[src/rtl/jump_ctrl_if.sv]
// jump_ctrl_if: decoder/PC-side bus of the branch resolution unit.
//   prog_ctr, op, lut_idx      : instruction being resolved this cycle
//   flag_z, flag_we            : zero-flag capture
//   lut_we, lut_waddr, lut_wdata : offset table programming
//   jump_en, target            : combinational jump request to the PC
//   done, stk_ovf, stk_unf     : registered status
// master = decoder/PC side, slave = jump_ctrl.
interface jump_ctrl_if #(
    parameter int D      = 12,
    parameter int LUT_AW = 4
);
    logic [D-1:0]      prog_ctr;
    logic [2:0]        op;
    logic [LUT_AW-1:0] lut_idx;
    logic              flag_z;
    logic              flag_we;
    logic              lut_we;
    logic [LUT_AW-1:0] lut_waddr;
    logic [D-1:0]      lut_wdata;
    logic              jump_en;
    logic [D-1:0]      target;
    logic              done;
    logic              stk_ovf;
    logic              stk_unf;

    modport master (
        output prog_ctr, op, lut_idx, flag_z, flag_we, lut_we, lut_waddr, lut_wdata,
        input  jump_en, target, done, stk_ovf, stk_unf
    );

    modport slave (
        input  prog_ctr, op, lut_idx, flag_z, flag_we, lut_we, lut_waddr, lut_wdata,
        output jump_en, target, done, stk_ovf, stk_unf
    );
endinterface

[src/rtl/jump_ctrl.sv]
// jump_ctrl: branch/jump resolution unit. Resolves the op at prog_ctr into a
// relative PC offset (jump_en/target, combinational) and owns all control-flow
// state: zero flag, programmable offset table, return-address stack, halt and
// stack error status.
// Ports:
//   clk   : clock
//   reset : synchronous, active-high
//   bus   : jump_ctrl_if.slave (see interface header)
module jump_ctrl #(
    parameter int D         = 12,
    parameter int LUT_AW    = 4,
    parameter int STK_DEPTH = 4
) (
    input  logic       clk,
    input  logic       reset,
    jump_ctrl_if.slave bus
);
    localparam int SPW   = $clog2(STK_DEPTH + 1);
    localparam int LUT_N = 1 << LUT_AW;
    // Stack storage is rounded up to a power of two so sp-1 indexes it
    // without width juggling; entries >= STK_DEPTH are never written.
    localparam int STK_N = 1 << SPW;
    localparam logic [SPW-1:0] SP_FULL = SPW'(STK_DEPTH);

    typedef enum logic [2:0] {
        OP_NOP  = 3'b000,
        OP_BZ   = 3'b001,
        OP_BNZ  = 3'b010,
        OP_JMP  = 3'b011,
        OP_CALL = 3'b100,
        OP_RET  = 3'b101,
        OP_HALT = 3'b110,
        OP_RSVD = 3'b111
    } op_e;

    typedef enum logic {ST_RUN, ST_HALT} state_e;

    state_e         state, state_nxt;
    logic           zf;
    logic [D-1:0]   lut [LUT_N];
    logic [D-1:0]   stk [STK_N];
    logic [SPW-1:0] sp;
    logic           ovf_q, unf_q;

    logic           jen;
    logic [D-1:0]   tgt;
    logic           push, pop, set_ovf, set_unf;
    logic           live;
    logic [D-1:0]   lut_rd, stk_top;

    // Reads see pre-edge contents, so same-cycle writes return old data.
    assign lut_rd  = lut[bus.lut_idx];
    assign stk_top = stk[sp - SPW'(1)];

    // Flag/LUT writes only take effect while running and out of reset.
    assign live = !reset && (state == ST_RUN);

    always_ff @(posedge clk) begin
        if (reset) begin
            state <= ST_RUN;
            zf    <= 1'b0;
            sp    <= '0;
            ovf_q <= 1'b0;
            unf_q <= 1'b0;
            for (int i = 0; i < LUT_N; i++) lut[i] <= '0;
        end else begin
            state <= state_nxt;
            if (live && bus.flag_we) zf <= bus.flag_z;
            if (live && bus.lut_we)  lut[bus.lut_waddr] <= bus.lut_wdata;
            if (push) begin
                stk[sp] <= bus.prog_ctr + D'(1);
                sp      <= sp + SPW'(1);
            end else if (pop) begin
                sp <= sp - SPW'(1);
            end
            if (set_ovf) ovf_q <= 1'b1;
            if (set_unf) unf_q <= 1'b1;
        end
    end

    always_comb begin
        state_nxt = state;
        jen       = 1'b0;
        tgt       = '0;
        push      = 1'b0;
        pop       = 1'b0;
        set_ovf   = 1'b0;
        set_unf   = 1'b0;
        if (!reset) begin
            if (state == ST_HALT) begin
                // Halted: every op holds the PC, no side effects.
                jen = 1'b1;
            end else begin
                case (op_e'(bus.op))
                    OP_BZ: if (zf) begin
                        jen = 1'b1;
                        tgt = lut_rd;
                    end
                    OP_BNZ: if (!zf) begin
                        jen = 1'b1;
                        tgt = lut_rd;
                    end
                    OP_JMP: begin
                        jen = 1'b1;
                        tgt = lut_rd;
                    end
                    OP_CALL: begin
                        // Jump is taken even when the push has to be dropped.
                        jen = 1'b1;
                        tgt = lut_rd;
                        if (sp == SP_FULL) set_ovf = 1'b1;
                        else               push    = 1'b1;
                    end
                    OP_RET: begin
                        if (sp != '0) begin
                            jen = 1'b1;
                            tgt = stk_top - bus.prog_ctr;
                            pop = 1'b1;
                        end else begin
                            set_unf = 1'b1;
                        end
                    end
                    OP_HALT: begin
                        jen       = 1'b1;
                        state_nxt = ST_HALT;
                    end
                    default: ;
                endcase
            end
        end
    end

    assign bus.jump_en = jen;
    assign bus.target  = tgt;
    assign bus.done    = (state == ST_HALT);
    assign bus.stk_ovf = ovf_q;
    assign bus.stk_unf = unf_q;
endmodule
[src/flat_wrapper.sv]
// flat-port wrapper written by rule: the top's interface ports become plain ports
module jump_ctrl_flat 
#(
    parameter int D         = 12,
    parameter int LUT_AW    = 4,
    parameter int STK_DEPTH = 4
)
  (clk, reset, bus_prog_ctr, bus_op, bus_lut_idx, bus_flag_z, bus_flag_we, bus_lut_we, bus_lut_waddr, bus_lut_wdata, bus_jump_en, bus_target, bus_done, bus_stk_ovf, bus_stk_unf);
  jump_ctrl_if #(.D(D), .LUT_AW(LUT_AW)) bus_i ();
  input  logic clk;
  input  logic reset;
  input wire logic [$bits(bus_i.prog_ctr)-1:0] bus_prog_ctr;
  input wire logic [$bits(bus_i.op)-1:0] bus_op;
  input wire logic [$bits(bus_i.lut_idx)-1:0] bus_lut_idx;
  input wire logic [$bits(bus_i.flag_z)-1:0] bus_flag_z;
  input wire logic [$bits(bus_i.flag_we)-1:0] bus_flag_we;
  input wire logic [$bits(bus_i.lut_we)-1:0] bus_lut_we;
  input wire logic [$bits(bus_i.lut_waddr)-1:0] bus_lut_waddr;
  input wire logic [$bits(bus_i.lut_wdata)-1:0] bus_lut_wdata;
  output wire logic [$bits(bus_i.jump_en)-1:0] bus_jump_en;
  output wire logic [$bits(bus_i.target)-1:0] bus_target;
  output wire logic [$bits(bus_i.done)-1:0] bus_done;
  output wire logic [$bits(bus_i.stk_ovf)-1:0] bus_stk_ovf;
  output wire logic [$bits(bus_i.stk_unf)-1:0] bus_stk_unf;
  assign bus_i.prog_ctr = bus_prog_ctr;
  assign bus_i.op = bus_op;
  assign bus_i.lut_idx = bus_lut_idx;
  assign bus_i.flag_z = bus_flag_z;
  assign bus_i.flag_we = bus_flag_we;
  assign bus_i.lut_we = bus_lut_we;
  assign bus_i.lut_waddr = bus_lut_waddr;
  assign bus_i.lut_wdata = bus_lut_wdata;
  assign bus_jump_en = bus_i.jump_en;
  assign bus_target = bus_i.target;
  assign bus_done = bus_i.done;
  assign bus_stk_ovf = bus_i.stk_ovf;
  assign bus_stk_unf = bus_i.stk_unf;
  jump_ctrl #(.D(D), .LUT_AW(LUT_AW), .STK_DEPTH(STK_DEPTH)) u_core (.clk(clk), .reset(reset), .bus(bus_i));
endmodule
[config.mk]
export PLATFORM = sky130hd
export DESIGN_NAME = jump_ctrl_flat
export DESIGN_NICKNAME = d
export VERILOG_FILES = /design/src/rtl/jump_ctrl_if.sv /design/src/rtl/jump_ctrl.sv /design/src/flat_wrapper.sv
export SDC_FILE = /design/constraint.sdc
export NUM_CORES = 1
export LEC_CHECK = 0
export ABC_CLOCK_PERIOD_IN_PS = 12300
export CORE_MARGIN = 1.5
export CORE_UTILIZATION = 40
export CTS_CLUSTER_DIAMETER = 120
export DETAILED_ROUTE_END_ITERATION = 12
export PLACE_DENSITY_LB_ADDON = 0.1
export SLEW_MARGIN = 15
export SYNTH_ARGS = -nofsm -noshare
export SYNTH_HDL_FRONTEND = slang
export SYNTH_SLANG_ARGS = --single-unit
[constraint.sdc]
create_clock -name clk -period 12.3 [get_ports clk]
set_input_delay 1.845 -clock clk [delete_from_list [all_inputs] [get_ports clk]]
set_output_delay 1.845 -clock clk [all_outputs]
set_load 0.01 [all_outputs]
==> flow_metrics.py <==
metrics = {
    "run_status": {
        "outcome": "finished clean",
    },
    "synthesis": {
        "ys_async_sr_fraction_pct": 0,
        "synth_top_family_by_area": "multiplexers",
        "muxShareOfSynthArea_pct": 15.2,
        "synth-edff-count": 288,
        "synth_nets": 907,
        "yosysWarnings": 0,
        "ys_ff_latch": 295,
        "synth_cell_types": 49,
        "synth_area_sq_um": 13600,
        "yosysSeqAreaShare_pct": 64.5,
        "synth-simple-area-share_pct": 12.9,
        "synth_xor_area_share_pct": 1.29,
        "ys.flop_type": "edfxtp_1",
        "synth_fa_ha_area_share_pct": 1.53,
        "post_synth.cell_area_avg_sq_um": 16.0,
        "netlist_instances": 851,
        "synth_compound_area_share_pct": 2.36,
    },
    "global_route": {
        "grt_max_degree": 49,
        "grt_pass1_wl_um": 53100,
        "grt_pass1_vias": 7987,
        "gr-usage-met2_pct": 34.8,
        "grt_use_met3_pct": 3.13,
        "antenna_found_initial": 2,
        "met1_usage_pct": 28.2,
        "grt_overflow": 0,
        "busiest_layer": "met2",
        "grt_usage_pct": 20.8,
    },
    "place": {
        "hpwl_um": 24300,
        "place_area_sq_um": 14600,
        "place_ws_ps": 5000,
        "place_congestion": 0.848,
        "io_buffers": 55,
    },
    "route": {
        "drtIter0Drc": 651,
        "dr.pass1.iters": 5,
        "wl_um": 35700,
        "via_count": 7516,
        "wl_per_cell_um": 26.0,
        "drt.antenna.violating_nets": 0,
        "drc": 0,
        "vias_per_cell": 5.48,
    },
    "die": {
        "initial_core_util_pct": 40.6,
        "pin_count": 56,
        "die_w_um": 188,
        "dieArea_sq_um": 35200,
        "dieHeight_um": 188,
        "rows": 67,
        "core_sq_um": 33500,
    },
    "power": {
        "powerDensity_nw_per_um2": 152,
        "worst_ir_drop_vdd_mv": 0.102,
        "leakage_nw": 5.30,
    },
    "clocking": {
        "clk_path_buf_depth": 3,
        "clk_latency_ps": 510,
        "clk_pin_slew_worst_paths_ps": 50,
        "cts_hold_buf": 0,
        "cts_tree": "built",
        "root_buffer": "clkbuf_16",
        "htree_num_levels": 2,
        "cts_resized": 0,
        "cts_sinks": 295,
        "post-cts-setup-buffers": 0,
        "cts-buffers-inserted": 34,
    },
    "sta": {
        "setup_tns_ps": 0,
        "period_minus_slack_ps": 7680,
        "hold_viol": 0,
        "setup_slack_ps": 4620,
        "rsz0062_at_grt": "no",
        "min_period_over_period_pct": 62.4,
        "timing.hold.ws_ps": 591,
        "tightest_slew_ps": 1170,
        "setup_viol": 0,
        "fin_skew_ps": 18.9,
        "timing.fmax_ghz": 0.130,
        "finalMaxSlewViolations": 0,
        "max-slew-margin-rel_pct": 21.6,
    },
    "setup_path": {
        "reg2reg_slack_ps": 8740,
        "endpoint_kind": "primary output",
        "rr_endpoint": "u_core.lut[6][4]",
        "critPathLaunchType": "flop",
        "critical_path_required_ps": 10450,
        "r2r-start": "u_core.bus.done",
        "worstRegToRegCells": 4,
        "arrival_ps": 5830,
        "crit_fanout": 27,
        "crit_type": "reg -> out",
    },
    "finish": {
        "mostFrequentLayoutCells": "288 x edfxtp_1, 193 x and2_1, 82 x mux4_2",
        "area_delta_synth_final_pct": 15.2,
        "fill_cells": 2867,
        "drive_above_1_share_pct": 19.2,
        "final_common_cell": "edfxtp_1",
        "design_area_sq_um": 15700,
        "nNetsFinal": 957,
    },
    "hold_path": {
        "holdCritPathClass": "reg -> reg",
        "hold_start": "u_core.bus.stk_unf",
        "hold_depth": 2,
        "hold_end": "u_core.bus.stk_unf",
    },
    "job": {
        "maxCapViolCount": 0,
    },
}
## power by group
part,switching (W),internal (W),total [W]
registers,0.0000147,0.00114,0.00116
logic,0.000137,0.000105,0.000242
clock network,0.000387,0.000604,0.000991
## sequential cells by signal, summed over array words and instances, names as in the netlist
signal / cells
u_core.bus.stk_unf: 1
u_core.stk: 96
u_core.bus.stk_ovf: 1
u_core.zf: 1
u_core.lut: 192
u_core.bus.done: 1
u_core.sp: 3
## synthesized netlist by cell type, types with 4 or more instances
cell      instances  area [sq um]
xor2_1            6          52.6
xnor2_1          14           123
mux2i_1           4          40.0
mux4_2           82          1850
nor2_1           30           113
edfxtp_1        288          8650
buf_4             4          30.0
ha_1             15           188
a21oi_1           6          30.0
nand3_1          17          85.1
and3_1            4          25.0
or2_2            16           100
a31oi_1           5          31.3
clkbuf_1         42           158
nor3_1            8          40.0
nand2b_1          6          37.5
mux2_2           11           124
and2_1          193          1210
nand2_1          12          45.0
a21o_1            4          30.0
dfxtp_1           7           140
a211oi_1          4          30.0
o21ai_0          13          65.1
inv_1            18          67.6
buf_2             5          25.0
## logic make-up (layout without fill, tap and decap cells)
kind of cell | Yosys count | in the layout
DFF | 295 | 295
buffers and inverters | 73 | 143
xor gates and xnor gates | 20 | 20
and+or+nand+nor | 299 | 299
other | 0 | 2
AOI/OAI and AO/OA | 49 | 49
muxes | 99 | 99
adders and majority gates | 16 | 16
## layout make-up
type                       instances  area, sq um  area share, %
sequential                       295         8790           56.0
multi-input combinational        483         4540           28.9
clock buffer                      43          906           5.78
timing repair buffer              69          648           4.13
tap                              448          561           3.57
clock inverter                    13          173           1.10
inverter                          18         67.6          0.431
antenna                            2         5.00         0.0319
## through the flow
stage	instances	total power, W	util (%)
final	1371	0.00239	46.8
after floorplan	851	0.00132	-
after detailed placement	1313	0.00142	43.5
after global placement	1313	0.00142	43.5
after CTS	1369	0.00241	46.8
after global routing	1370	0.00247	46.8
## metal layers
metal  vias to the layer above  part of all wire, %
li1                       3313                    -
met1                      3989                   44
met2                       156                   49
met3                        58                  4.2
met4                         0                  2.7
met5                         -                    0
## worst max-delay path by stage
stage / slack (ps) / from / to
finish: 4620 / u_core.sp[0] / bus_target[10]
global placement: 5140 / u_core.sp[0] / bus_target[10]
CTS: 4440 / u_core.sp[0] / bus_target[10]
floorplan: 6110 / u_core.sp[0] / bus_target[10]
detailed placement: 5000 / u_core.sp[0] / bus_target[10]
global route: 4090 / u_core.sp[0] / bus_target[10]
## critical path, cell delays in order, from the launching register on
cell,delay (ps)
dfxtp_2,950
inv_1,240
ha_1,1130
mux4_2,420
mux2i_1,160
ha_1,180
inv_1,60
fa_1,440
a21o_1,200
a211oi_1,450
nor4_1,120
o21a_1,190
o31ai_1,190
clkdlybuf4s50_1,580
Note: power is estimated with default switching activity, not from simulation.
